File: config.mk
export PLATFORM = sky130hd
export DESIGN_NAME = switch_arbiter_flat
export DESIGN_NICKNAME = d
export VERILOG_FILES = /design/src/rtl/switch_arbiter_if.sv /design/src/rtl/switch_arbiter.sv /design/src/flat_wrapper.sv
export SDC_FILE = /design/constraint.sdc
export NUM_CORES = 1
export LEC_CHECK = 0
export CAP_MARGIN = 20
export CORE_MARGIN = 2
export CORE_UTILIZATION = 50
export CTS_BUF_LIST = sky130_fd_sc_hd__clkbuf_8
export DETAILED_ROUTE_END_ITERATION = 16
export PLACE_DENSITY_LB_ADDON = 0.3
export SYNTH_ARGS = -nofsm -noshare
export SYNTH_HDL_FRONTEND = slang
export SYNTH_SLANG_ARGS = --single-unit
File: constraint.sdc
create_clock -name clk -period 14.7 [get_ports clk]
set_input_delay 2.94 -clock clk [delete_from_list [all_inputs] [get_ports clk]]
set_output_delay 2.94 -clock clk [all_outputs]
set_load 0.01 [all_outputs]
File: src/rtl/switch_arbiter_if.sv
// Bundle of handshake and data signals for the 4x4 switch arbiter.
//   master : request side (drives requests and output-ready), sees results
//   slave  : arbiter side (accepts requests, presents buffered packets)
// Signals:
//   req_valid/req_target/req_data : per-input packet offer (target is 2 bits per input)
//   req_ready                     : per-input accept strobe
//   out_valid/out_source/out_data : per-output buffered packet (source is 2 bits per output)
//   out_ready                     : per-output consume strobe
//   grant_cnt                     : 16-bit saturating grant counter per output
interface switch_arbiter_if #(
  parameter int DATA_W = 8
) ();
  logic [3:0]          req_valid;
  logic [7:0]          req_target;
  logic [4*DATA_W-1:0] req_data;
  logic [3:0]          req_ready;
  logic [3:0]          out_valid;
  logic [7:0]          out_source;
  logic [4*DATA_W-1:0] out_data;
  logic [3:0]          out_ready;
  logic [63:0]         grant_cnt;

  modport master (
    output req_valid, req_target, req_data, out_ready,
    input  req_ready, out_valid, out_source, out_data, grant_cnt
  );

  modport slave (
    input  req_valid, req_target, req_data, out_ready,
    output req_ready, out_valid, out_source, out_data, grant_cnt
  );
endinterface

File: src/rtl/switch_arbiter.sv
// 4-input / 4-output switch arbiter with one single-entry buffer per output.
// Each output runs its own round-robin arbitration among the inputs that
// target it; the winner is accepted combinationally (req_ready) and its
// packet lands in the output buffer at the next rising edge.
// Ports:
//   clk : system clock, rising edge
//   rst : asynchronous active-high reset
//   bus : switch_arbiter_if slave modport (requests, output buffers, counters)
module switch_arbiter #(
  parameter int DATA_W = 8
) (
  input  logic             clk,
  input  logic             rst,
  switch_arbiter_if.slave  bus
);
  localparam int N = 4;

  logic [N-1:0]        buf_valid;
  logic [1:0]          buf_src  [N];
  logic [DATA_W-1:0]   buf_data [N];
  logic [1:0]          ptr      [N];
  logic [15:0]         cnt      [N];

  logic [N-1:0]        open_out;
  logic [N-1:0]        grant_any;
  logic [1:0]          grant_idx [N];
  logic [N-1:0]        ready;

  logic [7:0]          src_flat;
  logic [N*DATA_W-1:0] data_flat;
  logic [63:0]         cnt_flat;

  // An output can take a new packet when empty, or when its current packet
  // is being consumed this cycle (drain and refill together).
  always_comb begin
    open_out = '0;
    for (int j = 0; j < N; j++) begin
      open_out[j] = !buf_valid[j] || bus.out_ready[j];
    end
  end

  // Round-robin search starting just after the last granted input; the
  // last-granted input itself is checked last (k = 4 wraps to ptr + 0).
  always_comb begin
    logic [1:0] idx;
    idx       = '0;
    ready     = '0;
    grant_any = '0;
    for (int j = 0; j < N; j++) begin
      grant_idx[j] = '0;
      for (int k = 1; k <= N; k++) begin
        idx = ptr[j] + 2'(k);
        if (!rst && open_out[j] && !grant_any[j] && bus.req_valid[idx] &&
            bus.req_target[{idx, 1'b0} +: 2] == 2'(j)) begin
          grant_any[j] = 1'b1;
          grant_idx[j] = idx;
        end
      end
      if (grant_any[j]) begin
        ready[grant_idx[j]] = 1'b1;
      end
    end
  end

  always_ff @(posedge clk or posedge rst) begin
    if (rst) begin
      buf_valid <= '0;
      for (int j = 0; j < N; j++) begin
        buf_src[j]  <= '0;
        buf_data[j] <= '0;
        ptr[j]      <= 2'd3;
        cnt[j]      <= '0;
      end
    end else begin
      for (int j = 0; j < N; j++) begin
        if (grant_any[j]) begin
          buf_valid[j] <= 1'b1;
          buf_src[j]   <= grant_idx[j];
          buf_data[j]  <= bus.req_data[int'(grant_idx[j]) * DATA_W +: DATA_W];
          ptr[j]       <= grant_idx[j];
          if (cnt[j] != 16'hFFFF) begin
            cnt[j] <= cnt[j] + 16'd1;
          end
        end else if (buf_valid[j] && bus.out_ready[j]) begin
          buf_valid[j] <= 1'b0;
        end
      end
    end
  end

  always_comb begin
    src_flat  = '0;
    data_flat = '0;
    cnt_flat  = '0;
    for (int j = 0; j < N; j++) begin
      src_flat[2*j +: 2]           = buf_src[j];
      data_flat[j*DATA_W +: DATA_W] = buf_data[j];
      cnt_flat[16*j +: 16]         = cnt[j];
    end
  end

  assign bus.req_ready  = ready;
  assign bus.out_valid  = buf_valid;
  assign bus.out_source = src_flat;
  assign bus.out_data   = data_flat;
  assign bus.grant_cnt  = cnt_flat;
endmodule
File: src/flat_wrapper.sv
// flat-port wrapper written by rule: the top's interface ports become plain ports
module switch_arbiter_flat 
#(
  parameter int DATA_W = 8
)
  (clk, rst, bus_req_valid, bus_req_target, bus_req_data, bus_out_ready, bus_req_ready, bus_out_valid, bus_out_source, bus_out_data, bus_grant_cnt);
  switch_arbiter_if #(.DATA_W(DATA_W)) bus_i ();
  input  logic clk;
  input  logic rst;
  input wire logic [$bits(bus_i.req_valid)-1:0] bus_req_valid;
  input wire logic [$bits(bus_i.req_target)-1:0] bus_req_target;
  input wire logic [$bits(bus_i.req_data)-1:0] bus_req_data;
  input wire logic [$bits(bus_i.out_ready)-1:0] bus_out_ready;
  output wire logic [$bits(bus_i.req_ready)-1:0] bus_req_ready;
  output wire logic [$bits(bus_i.out_valid)-1:0] bus_out_valid;
  output wire logic [$bits(bus_i.out_source)-1:0] bus_out_source;
  output wire logic [$bits(bus_i.out_data)-1:0] bus_out_data;
  output wire logic [$bits(bus_i.grant_cnt)-1:0] bus_grant_cnt;
  assign bus_i.req_valid = bus_req_valid;
  assign bus_i.req_target = bus_req_target;
  assign bus_i.req_data = bus_req_data;
  assign bus_i.out_ready = bus_out_ready;
  assign bus_req_ready = bus_i.req_ready;
  assign bus_out_valid = bus_i.out_valid;
  assign bus_out_source = bus_i.out_source;
  assign bus_out_data = bus_i.out_data;
  assign bus_grant_cnt = bus_i.grant_cnt;
  switch_arbiter #(.DATA_W(DATA_W)) u_core (.clk(clk), .rst(rst), .bus(bus_i));
endmodule
* Yosys cells after proc, flatten, opt, wreduce, memory -nomap -nowiden
Cells that the tools add are included.
** Word-level totals
- Bits in registers :: 116
- Input port bits :: 50
- Output and inout bits :: 112
** Operators by class
- Add/subtract/negate cells :: 16
- $lt $le $gt $ge :: 24
- Equality and inequality tests :: 16
- Shift-type cells :: 20
- Muxes and demuxes :: 84
- Bitwise operators :: 3
- Reduce and logical (&&, ||, !) cells :: 89
** Operators with widths (count)
- indexed part select 32 x 6 -> 8 bit :: 4
- indexed part select 8 x 4 -> 2 bit :: 16
- adder 16 x 1 -> 16 bit, second input constant :: 4
- != test 16 bit, second input constant :: 4
- < comparator 2 x 3 -> 1 bit, second input constant :: 20
- logical AND 1 bit :: 56
- two-way mux 1 bit :: 44
- binary-select mux 1 bit (select 2 bit) :: 16
- two-way mux 2 bit :: 16
- logical NOT 1 bit :: 17
- adder 2 bit, second input constant :: 8
- equality test 2 bit, second input constant :: 8
- two-way mux 4 bit :: 4
- OR 4 bit :: 3
- adder 2 x 1 -> 2 bit, second input constant :: 4
- demux 1 bit (select 2 bit) :: 4
- equality test 2 x 1 -> 1 bit, second input constant :: 4
- >= comparator 2 x 1 -> 1 bit, second input constant :: 4
- logical NOT 2 bit :: 4
- AND reduction 2 bit :: 4
- nonzero test 2 bit :: 4
- logical OR 1 bit :: 4

* Longest topological paths before layout
Gate-level depths: netlist of run 1.
- Depth after elaboration :: 32
- Gate-level depth with buffers :: 11
- Mapped depth without buffers :: 8

* Least setup slack after synthesis of run 1
OpenSTA, ideal clock, no wires.
- Path kind :: input to output
- Start point :: input rst
- End point :: output bus_req_ready[0]
- Data arrival time :: 6.965 ns
- Required time :: 11.760 ns
- Setup slack :: 4.795 ns
- Cell stages on the path :: 7
- Path buffers :: 1
- Cell sequence :: inv_1 -> nand2_1 -> a41oi_2 -> and3_1 -> clkbuf_1 -> nand2_1 -> o2111ai_1
** On the way
- Word-level cells in the longest chain between the ends :: 31
- Elaborated cells on any way between the ends :: 120
- Classes of those cells :: 8 x order compare; 44 x mux; 3 x bitwise; 65 x reduce/logical
** RTL lines
- start: declaration :: line flat_wrapper.sv:9 : input logic rst;
- logical NOT 1 bit (*) :: line switch_arbiter.sv:53 : if (!rst && open_out[j] && !grant_any[j] && bus.req_valid[idx] &&
- logical AND 1 bit (3 in a row) :: line switch_arbiter.sv:53
- two-way mux 1 bit :: line switch_arbiter.sv:53
- logical NOT 1 bit :: line switch_arbiter.sv:53
- logical AND 1 bit (3 in a row) :: line switch_arbiter.sv:53
- two-way mux 1 bit :: line switch_arbiter.sv:53
- logical NOT 1 bit :: line switch_arbiter.sv:53
- logical AND 1 bit (3 in a row) :: line switch_arbiter.sv:53
- [... 9 more ...]
- demux 1 bit (select 2 bit)
- two-way mux 4 bit :: line switch_arbiter.sv:59 : if (grant_any[j]) begin
- OR 4 bit (no source line)
- two-way mux 4 bit :: line switch_arbiter.sv:59
- OR 4 bit (no source line)
- two-way mux 4 bit :: line switch_arbiter.sv:59
- OR 4 bit (no source line)
- two-way mux 4 bit (*) :: line switch_arbiter.sv:59
- end: declaration :: line flat_wrapper.sv:14 : output wire logic [$bits(bus_i.req_ready)-1:0] bus_req_ready;
Mark *: on every way between the ends. The rest lies on a longest branch, timed or not.

* Worst setup path after layout of run 1
Ends and elaborated chain as after synthesis.

==> results of run 1 <==
==> worst paths after layout <==
path | slack [ns] | endpoint | cells past startpoint | from
setup / recovery | 4.75 | bus_req_ready[0] | 9 | rst
hold / removal | 0.49 | u_core.bus.out_source[5]$_DFFE_PP0N_ | 1 | u_core.bus.out_source[5]$_DFFE_PP0N_
setup reg to reg | 11.69 | u_core.bus.grant_cnt[37]$_DFFE_PP0P_ | 8 | u_core.ptr[2]$_DFFE_PP1N_
hold reg to reg | 0.49 | u_core.bus.out_source[5]$_DFFE_PP0N_ | 1 | u_core.bus.out_source[5]$_DFFE_PP0N_
max in group asynchronous | 10.42 | u_core.bus.grant_cnt[10]$_DFFE_PP0P_ | 3 | rst
min in group asynchronous | 2.95 | u_core.bus.out_valid[2]$_DFFE_PP0P_ | 2 | rst
==> power by group through the flow <==
| stage | sequential (mW) | combinational (mW) | clock [mW] |
|---|---|---|---|
| after floorplan | 0.527 | 0.305 | 0 |
| after global placement | 0.526 | 0.557 | 0 |
| after detailed placement | 0.532 | 0.569 | 0 |
| after CTS | 0.528 | 0.573 | 0.265 |
| after global routing | 0.545 | 0.616 | 0.278 |
| final | 0.529 | 0.574 | 0.258 |
==> Yosys cell counts, types with 4 or more instances <==
cell type / count / area [sq um]
a21oi_1: 16 / 80.08
nor3_1: 12 / 60.06
dfrtp_1: 108 / 2703
or3b_1: 6 / 52.55
mux2i_1: 59 / 590.6
nand2b_1: 5 / 31.28
o21ai_0: 16 / 80.08
nand3b_1: 12 / 90.09
nand3_1: 34 / 170.2
clkbuf_1: 11 / 41.29
xor2_1: 22 / 192.7
a21o_1: 8 / 60.06
o21a_1: 10 / 75.07
a211o_1: 4 / 35.03
o31ai_1: 5 / 37.54
o21ai_1: 4 / 20.02
inv_1: 17 / 63.81
o22ai_1: 4 / 25.02
and2_1: 7 / 43.79
mux2_2: 13 / 146.4
a22oi_1: 17 / 127.6
buf_2: 11 / 55.05
and3_1: 11 / 68.82
nor2_1: 48 / 180.2
a221oi_2: 6 / 90.09
xnor2_1: 33 / 289.0
a2bb2oi_1: 4 / 35.03
a31oi_1: 4 / 25.02
ha_1: 4 / 50.05
nand2_1: 69 / 259.0
dfstp_2: 8 / 210.2
nand4_1: 15 / 93.84
==> sequential cells by signal, indices dropped and copies added, names as in the netlist <==
name / count
u_core.ptr: 8
u_core.bus.out_valid: 4
u_core.bus.out_data: 32
u_core.bus.out_source: 8
u_core.bus.grant_cnt: 64
==> layer usage <==
metal	global-route usage (%)	part of all wire (%)	up-vias	wire, microns
li1	-	-	2771	-
met1	34.81	43	2968	8064
met2	40.87	48	234	8880
met3	6.179	6.2	42	1149
met4	11.62	2.9	0	538
met5	0	0	-	0
==> critical path: cells and delay by family <==
| family | cells | cell delay, ns |
|---|---|---|
| buffers and inverters | 4 | 2.32 |
| AOI/OAI and AO/OA | 2 | 0.86 |
| and+or+nand+nor | 3 | 0.81 |
==> metrics by stage <==
step                util, %  setup slack, ns  std cells  area, sq um  total power, mW
floorplan                 -            4.795        672         6750           0.8323
global placement      64.29            4.757        986         8479            1.083
detailed placement    64.29            4.712        986         8479            1.101
CTS                   66.93            4.717       1018         8828            1.366
global route          67.05            4.420       1019         8843            1.440
finish                67.05            4.755       1019         8843            1.362
==> logic make-up after synthesis <==
group	after synthesis	synth area share, %
and+or+nand+nor	239	18.20
AOI/OAI and AO/OA	136	15.79
DFF	116	43.15
muxes	74	11.58
xor gates and xnor gates	55	7.136
buffers and inverters	48	3.392
adders and majority gates	4	0.7415
==> area by class of cell <==
class	instances	share of cell area, %
clock buffer	19	2.957
clock inverter	13	0.9904
inverter	19	0.8347
multi-input combinational	508	40.89
sequential	116	32.94
tap	176	2.490
timing repair buffer	168	18.90
==> metrics.txt, run 1 <==
Tmin final=9.945 ns; Slew @ Worst Pin=0.9137 ns; CP Data Arrival Time=7.01 ns; worst-path maximum fanout=75; cts hold-fix bufs=0; buffers from clock root to sink, at most=2; core area=13190 sq um; Root Driver=clkbuf_8; Num CTS Buffers=17; kind of critical path=in -> out; hold_ws=0.4864 ns; vias in the first global route=5946; Hold/Removal Path Class=reg -> reg; DR vias=6015; CTS tree=yes; Via density=5.903; DRT iter0 DRCs=507; CTS resizes=0; main flop type after synthesis=dfrtp_1; Post-synth ARST share=100.0%; commonest cells after routing, fill and taps aside=clkdlybuf4s50_1, dfrtp_1, nand2_1; Worst path slowest cell=buf_4; final setup fails=0; area delta synth->final=31.01%; initial antenna violation count=0; Placer Congestion=0.8710; # H-tree levels=4; setup TNS=0 ns; maxcap violations=0; Mapped Area=6750 sq um; DRC viols=0; Slew headroom=39.09%; FF+latch area=2913 sq um; Syn Inst Count=672; share of layout cells above drive strength 1=11.03%; final hold vios=0; CP required=11.76 ns; row count=42; total grt overflow=0; clock slew at reported path FFs=0.07 ns; nets=884; detailed placer's ending HPWL=13550 microns; Skew-Pair Late Insertion Delay=0.45 ns; DRT Pass-1 Iters=5; crit-path cells=clkdlybuf4s50_1, inv_4, buf_4, and2_1, and3_1, o32a_1, nand2_2, o2111ai_1, clkdlybuf4s50_1; first-pass GRT wire length=29870 microns; DRT Wirelength=18630 microns; IO Pins=162; Multi-input gate area=3616 sq um; combinational power share=42.2%; Setup Skew=0.01263 ns; Peak VDD IR=94.39 uV; synthesized area per cell=10.04 sq um; sequential share of the synthesized area=43.15%; Post-DRT Antenna Nets=0; pwr/cell area=154.0 nW/um^2; sequential power share=38.9%; DIE AREA=14450 sq um; DIE WIDTH=120.2 microns; EDFF count, synth=0; Ys Warns=0; Period Utilization, post-route=67.66%; initial core utilization=51.18%; RSZ-0062 raised after global routing=false; Sw Pwr=515.2 uW; wire length per cell=18.29 microns; postcts setup bufs=0; distinct cell type count of the synthesized netlist=73; Most Frequent Cell on Critical Path=clkdlybuf4s50_1; FMAX=100.5 MHz; #FFs+latches synth=116; Max Slew Vio Count=0; Leak=3.887 nW; most common cell after layout, fill and taps aside=clkdlybuf4s50_1; Int Power=846.6 uW; # clock sinks=116; ANT cells=0; largest net degree at the start of global routing=76; clock power share=19.0%; CP endpoint kind=output port; total global-route track usage=26.17%; fill cell total of the finished layout=1048; sw frac=37.83%; Worst Setup Start Kind=input pin; outcome=completed; die height=120.2 microns; Post-Syn Nets=726; delay of the slowest critical-path stage=0.81 ns; Port Buffers=161
No activity file was read; power rests on OpenSTA's default activity.
==> run 2, diff against run 1 <==
Clock period 14.7 ns to 9.9 ns, I/O delays scaled along.
==> run 2 against run 1 <==
Sequential share of layout area shrank 0.27 points. Routed wire length up 2.2%. Non-clock buffer count is the same. Clock-buffer cell count did not move. Worst setup slack got worse by 2.5 ns. Clock skew down 0.0027 ns. Worst hold slack improved by 0.0016 ns. Critical path type unchanged. Combinational power increased by 49%. Global-route usage up 0.45 points.
==> metrics.txt, run 2 (synthesis results as in run 1) <==
postcts setup bufs=0; final setup fails=0; Crit. Startpoint=bus_req_valid[1]; initial antenna violation count=0; cell area after layout=8916 sq um; Slew @ Worst Pin=0.8837 ns; Worst Path Buf+Inv=2; largest net degree at the start of global routing=71; critical path depth=10; Setup WS pre-CTS=2.395 ns; area delta synth->final=32.09%; number of flip-flops in the largest register=64; CP required=7.92 ns; Worst Setup Start Kind=input pin; DRT Pass-1 Iters=5; wire length per cell=18.70 microns; initial core utilization=51.18%; crit-path cells=clkdlybuf4s50_1, nand3b_1, mux2i_1, o32ai_1, o2bb2ai_1, a21oi_1, and2_1, o21ai_0, o2111ai_1, clkdlybuf4s50_1; setup TNS=0 ns; FMAX=130.9 MHz; Port Buffers=161; DR vias=6054; Placer Congestion=0.9005; commonest cells after routing, fill and taps aside=clkdlybuf4s50_1, dfrtp_1, nand2_1; Final Non-Filler Cells=1019; # H-tree levels=4; Period Utilization, post-route=77.17%; CTS tree=yes; CTS resizes=0; RR Endpoint=u_core.bus.grant_cnt[41]$_DFFE_PP0P_; Final Power=2.105 mW; detailed placer's ending HPWL=13850 microns; Most Frequent Cell on Critical Path=clkdlybuf4s50_1; Root Driver=clkbuf_8; DRC viols=0; core area=13190 sq um; # clock sinks=116; total global-route track usage=26.61%; Via density=5.941; kind of critical path=in -> out; Worst path slowest cell=a21oi_1; total grt overflow=0; end of the critical path=bus_req_ready[0]; DRT iter0 DRCs=443; DRT Wirelength=19050 microns; delay of the slowest critical-path stage=0.66 ns; most common cell after layout, fill and taps aside=clkdlybuf4s50_1; buffers from clock root to sink, at most=2; RSZ-0062 raised after global routing=false; r2r setup slk=6.87 ns; reg2reg path depth=8; outcome=completed; CP endpoint kind=output port; critical register-to-register path startpoint=u_core.ptr[2]$_DFFE_PP1N_; worst-path maximum fanout=12; nets=884; family with the most delay on the worst path=compound AO/OA/AOI/OAI gates; vias in the first global route=6070; Cell Area, Placed=8479 sq um; row count=42; Leak=3.922 nW; HP Start=u_core.bus.out_source[5]$_DFFE_PP0N_; Peak VDD IR=130.8 uV; CP Data Arrival Time=5.66 ns; DIE AREA=14450 sq um; Post-DRT Antenna Nets=0; IO Pins=162; ANT cells=0; clock slew at reported path FFs=0.07 ns; cts hold-fix bufs=0; die height=120.2 microns; Hold/Removal Path Class=reg -> reg; first-pass GRT wire length=30460 microns; Num CTS Buffers=17; final hold vios=0; share of layout cells above drive strength 1=11.03%; final worst slack=2.261 ns; Tmin final=7.639 ns; pwr/cell area=236.1 nW/um^2; Skew-Pair Late Insertion Delay=0.44 ns; maxcap violations=0; Max Slew Vio Count=0; Slew headroom=41.09%; DIE WIDTH=120.2 microns; Placed Instances=986; Setup Skew=0.009949 ns
run 2: cell types whose count changed in the layout (fill, tap and decap cells not counted), sizes merged:
cell,delta
bufinv,+3
clkinv,-2
clkinvlp,-1
run 2: cell type report:
type / count / area [sq um]
multi-input cells: 508 / 3616
well taps: 176 / 220.2
fillers: 1004 / 4274
clock buffers: 19 / 261.5
repair buffers: 168 / 1672
inverters: 19 / 73.82
flip-flops and latches: 116 / 2913
clock inverters: 13 / 160.2
run 2: worst min-delay path by stage:
| stage | cells past startpoint | slack, ns | to |
|---|---|---|---|
| 3_3_place_gp | 2 | 0.47 | u_core.bus.out_source[0]$_DFFE_PP0P_ |
| 4_1_cts | 1 | 0.49 | u_core.bus.grant_cnt[6]$_DFFE_PP0P_ |
| 2_1_floorplan | 2 | 0.51 | u_core.bus.out_source[4]$_DFFE_PP0N_ |
| 6_report | 1 | 0.49 | u_core.bus.out_source[5]$_DFFE_PP0N_ |
| 5_1_grt | 2 | 0.51 | u_core.bus.out_source[0]$_DFFE_PP0P_ |
| 3_5_place_dp | 2 | 0.47 | u_core.bus.out_source[0]$_DFFE_PP0P_ |
run 2: routing by layer:
metal | wire (microns) | track usage, % | vias up
met5 | 0 | 0 | -
met4 | 398 | 9.926 | 0
met3 | 1417 | 6.981 | 38
met2 | 9646 | 44.25 | 276
met1 | 7589 | 33.40 | 2973
li1 | - | - | 2767
run 2: report_power, final:
part           switching [mW]  total [mW]  internal [mW]
clock network           0.199       0.460          0.261
logic                   0.405       0.857          0.452
registers               0.167       0.788          0.621
total                   0.771        2.11           1.33
run 2: per-stage QoR:
stage,hold slack [ns],utilization (%)
finish,0.4880,67.60
global route,0.5147,67.60
CTS,0.4934,67.48
detailed placement,0.4721,64.29
global placement,0.4662,64.29
floorplan,0.5111,-
run 2: worst reg2reg max path: stages, from the launching register on:
cell,delay (ns)
dfstp_2,0.46
or3b_1,0.40
a22o_1,0.29
and2_1,0.22
a31oi_2,0.74
o31a_4,0.35
nand4_4,0.17
nor2_1,0.15
xor2_1,0.17
==> run 3, diff against run 2 <==
Settings changed: CORE_UTILIZATION 50 to 47.
Clock period 9.9 ns to 6.39 ns, I/O delays scaled along.
==> run 3 against run 2 <==
Non-clock buffer count rose by 5. Clock skew barely moved. First-iteration DRC count fell by 14%. Largest cell class unchanged. Critical path type unchanged. Register-to-register slack got worse by 3.5 ns. Final cell count rose by 0.88%. Combinational power rose by 55%. Sequential power rose by 55%. Final area rose by 0.17%. Total power rose by 54%. Sequential cell count did not move. Worst hold slack got worse by 0.0059 ns.
==> metrics.txt, run 3 (synthesis results as in run 1) <==
outcome=completed; postcts setup bufs=0; Sw Pwr=1.185 mW; DIE WIDTH=123.8 microns; sequential power share=37.6%; initial core utilization=48.44%; Placed Instances=996; Placer Congestion=0.9033; # clock sinks=116; Port Buffers=161; area delta synth->final=32.31%; Hold/Removal Path Class=reg -> reg; total global-route track usage=25.37%; wire length per cell=18.23 microns; Setup Skew=0.01001 ns; core area=13930 sq um; crit-path cells=clkdlybuf4s50_1, or3b_1, a22oi_1, a21oi_2, o31ai_1, a22oi_2, nor2_2, nand2b_1, o2111ai_1, clkdlybuf4s50_1; kind of critical path=in -> out; Most Frequent Cell on Critical Path=clkdlybuf4s50_1; worst-path maximum fanout=10; Worst path slowest cell=clkdlybuf4s50_1; Final Power=3.234 mW; Leak=3.938 nW; DRT Wirelength=18740 microns; delay of the slowest critical-path stage=0.60 ns; Final Non-Filler Cells=1028; initial antenna violation count=0; Tmin final=5.802 ns; final hold vios=0; Max Slew Vio Count=0; cts hold-fix bufs=0; largest net degree at the start of global routing=73; clock power share=21.4%; family with the most delay on the worst path=buffers and inverters; ANT cells=0; CTS resizes=0; Post-DRT Antenna Nets=0; RSZ-0062 raised after global routing=false; DIE AREA=15340 sq um; nets=889; clock slew at reported path FFs=0.06 ns; Slew @ Worst Pin=0.8791 ns; Root Driver=clkbuf_8; critical path depth=10; Multi-input gate area=3616 sq um; Finished Core Util=64.09%; Period Utilization, post-route=90.80%; share of layout cells above drive strength 1=11.44%; CTS tree=yes; buffers from clock root to sink, at most=2; # H-tree levels=4; pwr/cell area=362.1 nW/um^2; number of flip-flops in the largest register=64; Worst Setup Start Kind=input pin; worst hold path cell count=1; vias in the first global route=6052; DRT Pass-1 Iters=5; setup TNS=0 ns; reg2reg path depth=9; IO Pins=162; CP endpoint kind=output port; maxcap violations=0; Via density=5.785; DR vias=5947; DRC viols=0; CP required=5.11 ns; row count=43; commonest cells after routing, fill and taps aside=clkdlybuf4s50_1, dfrtp_1, nand2_1; FF+latch area=2913 sq um; first-pass GRT wire length=30280 microns; die height=123.8 microns; fill cell total of the finished layout=1131; Slew headroom=41.39%; CP Data Arrival Time=4.52 ns; Int Power=2.048 mW; final setup fails=0; DRT iter0 DRCs=383; Peak VDD IR=244.3 uV; FMAX=172.4 MHz; total grt overflow=0; most common cell after layout, fill and taps aside=clkdlybuf4s50_1; Worst Path Buf+Inv=2; detailed placer's ending HPWL=13920 microns; Num CTS Buffers=17; Skew-Pair Late Insertion Delay=0.44 ns; combinational power share=41.0%; sw frac=36.65%
## run 3: metrics by stage
stage / worst slack, ns / instance area [sq um] / hold WS (ns)
finish: 0.5881 / 8931 / 0.4821
global route: 0.4986 / 8931 / 0.4994
CTS: 0.6798 / 8931 / 0.4825
detailed placement: 0.6973 / 8531 / 0.4676
global placement: 0.8005 / 8531 / 0.4624
floorplan: 0.6937 / 6754 / 0.5111
## run 3: layer usage
| layer | up-vias | part of all wire, % | global-route usage [%] |
|---|---|---|---|
| met2 | 220 | 48 | 40.69 |
| met1 | 2905 | 42 | 33.02 |
| met4 | 0 | 2.2 | 9.872 |
| met5 | - | 0 | 0 |
| li1 | 2788 | - | - |
| met3 | 34 | 7.0 | 6.410 |
## run 3: power groups by stage
stage               logic, mW  clock network [mW]  registers, mW
floorplan               0.702                   0           1.21
global placement         1.29                   0           1.20
detailed placement       1.33                   0           1.22
CTS                      1.33               0.706           1.21
global route             1.43               0.743           1.25
finish                   1.33               0.692           1.22
## run 3: cell type report
cell class / instances / area share [%]
Timing Repair Buffer: 173 / 19.05
Inverter: 19 / 0.8406
Tap cell: 180 / 2.522
Clock inverter: 15 / 1.863
Multi-Input combinational cell: 508 / 40.49
Sequential cell: 116 / 32.61
Clock buffer: 17 / 2.620
## run 3: final timing paths
path                                                             end  slack (ns)                                 start
worst max-delay path                                bus_req_ready[0]        0.59                     bus_req_target[3]
min in group asynchronous         u_core.bus.out_data[6]$_DFFE_PP0P_        1.20                                   rst
worst max register to register   u_core.bus.out_data[19]$_DFFE_PP0N_        3.34             u_core.ptr[2]$_DFFE_PP1N_
worst min register to register  u_core.bus.out_source[5]$_DFFE_PP0N_        0.48  u_core.bus.out_source[5]$_DFFE_PP0N_
worst min-delay path            u_core.bus.out_source[5]$_DFFE_PP0N_        0.48  u_core.bus.out_source[5]$_DFFE_PP0N_
max in group asynchronous       u_core.bus.grant_cnt[55]$_DFFE_PP0P_        4.03                                   rst
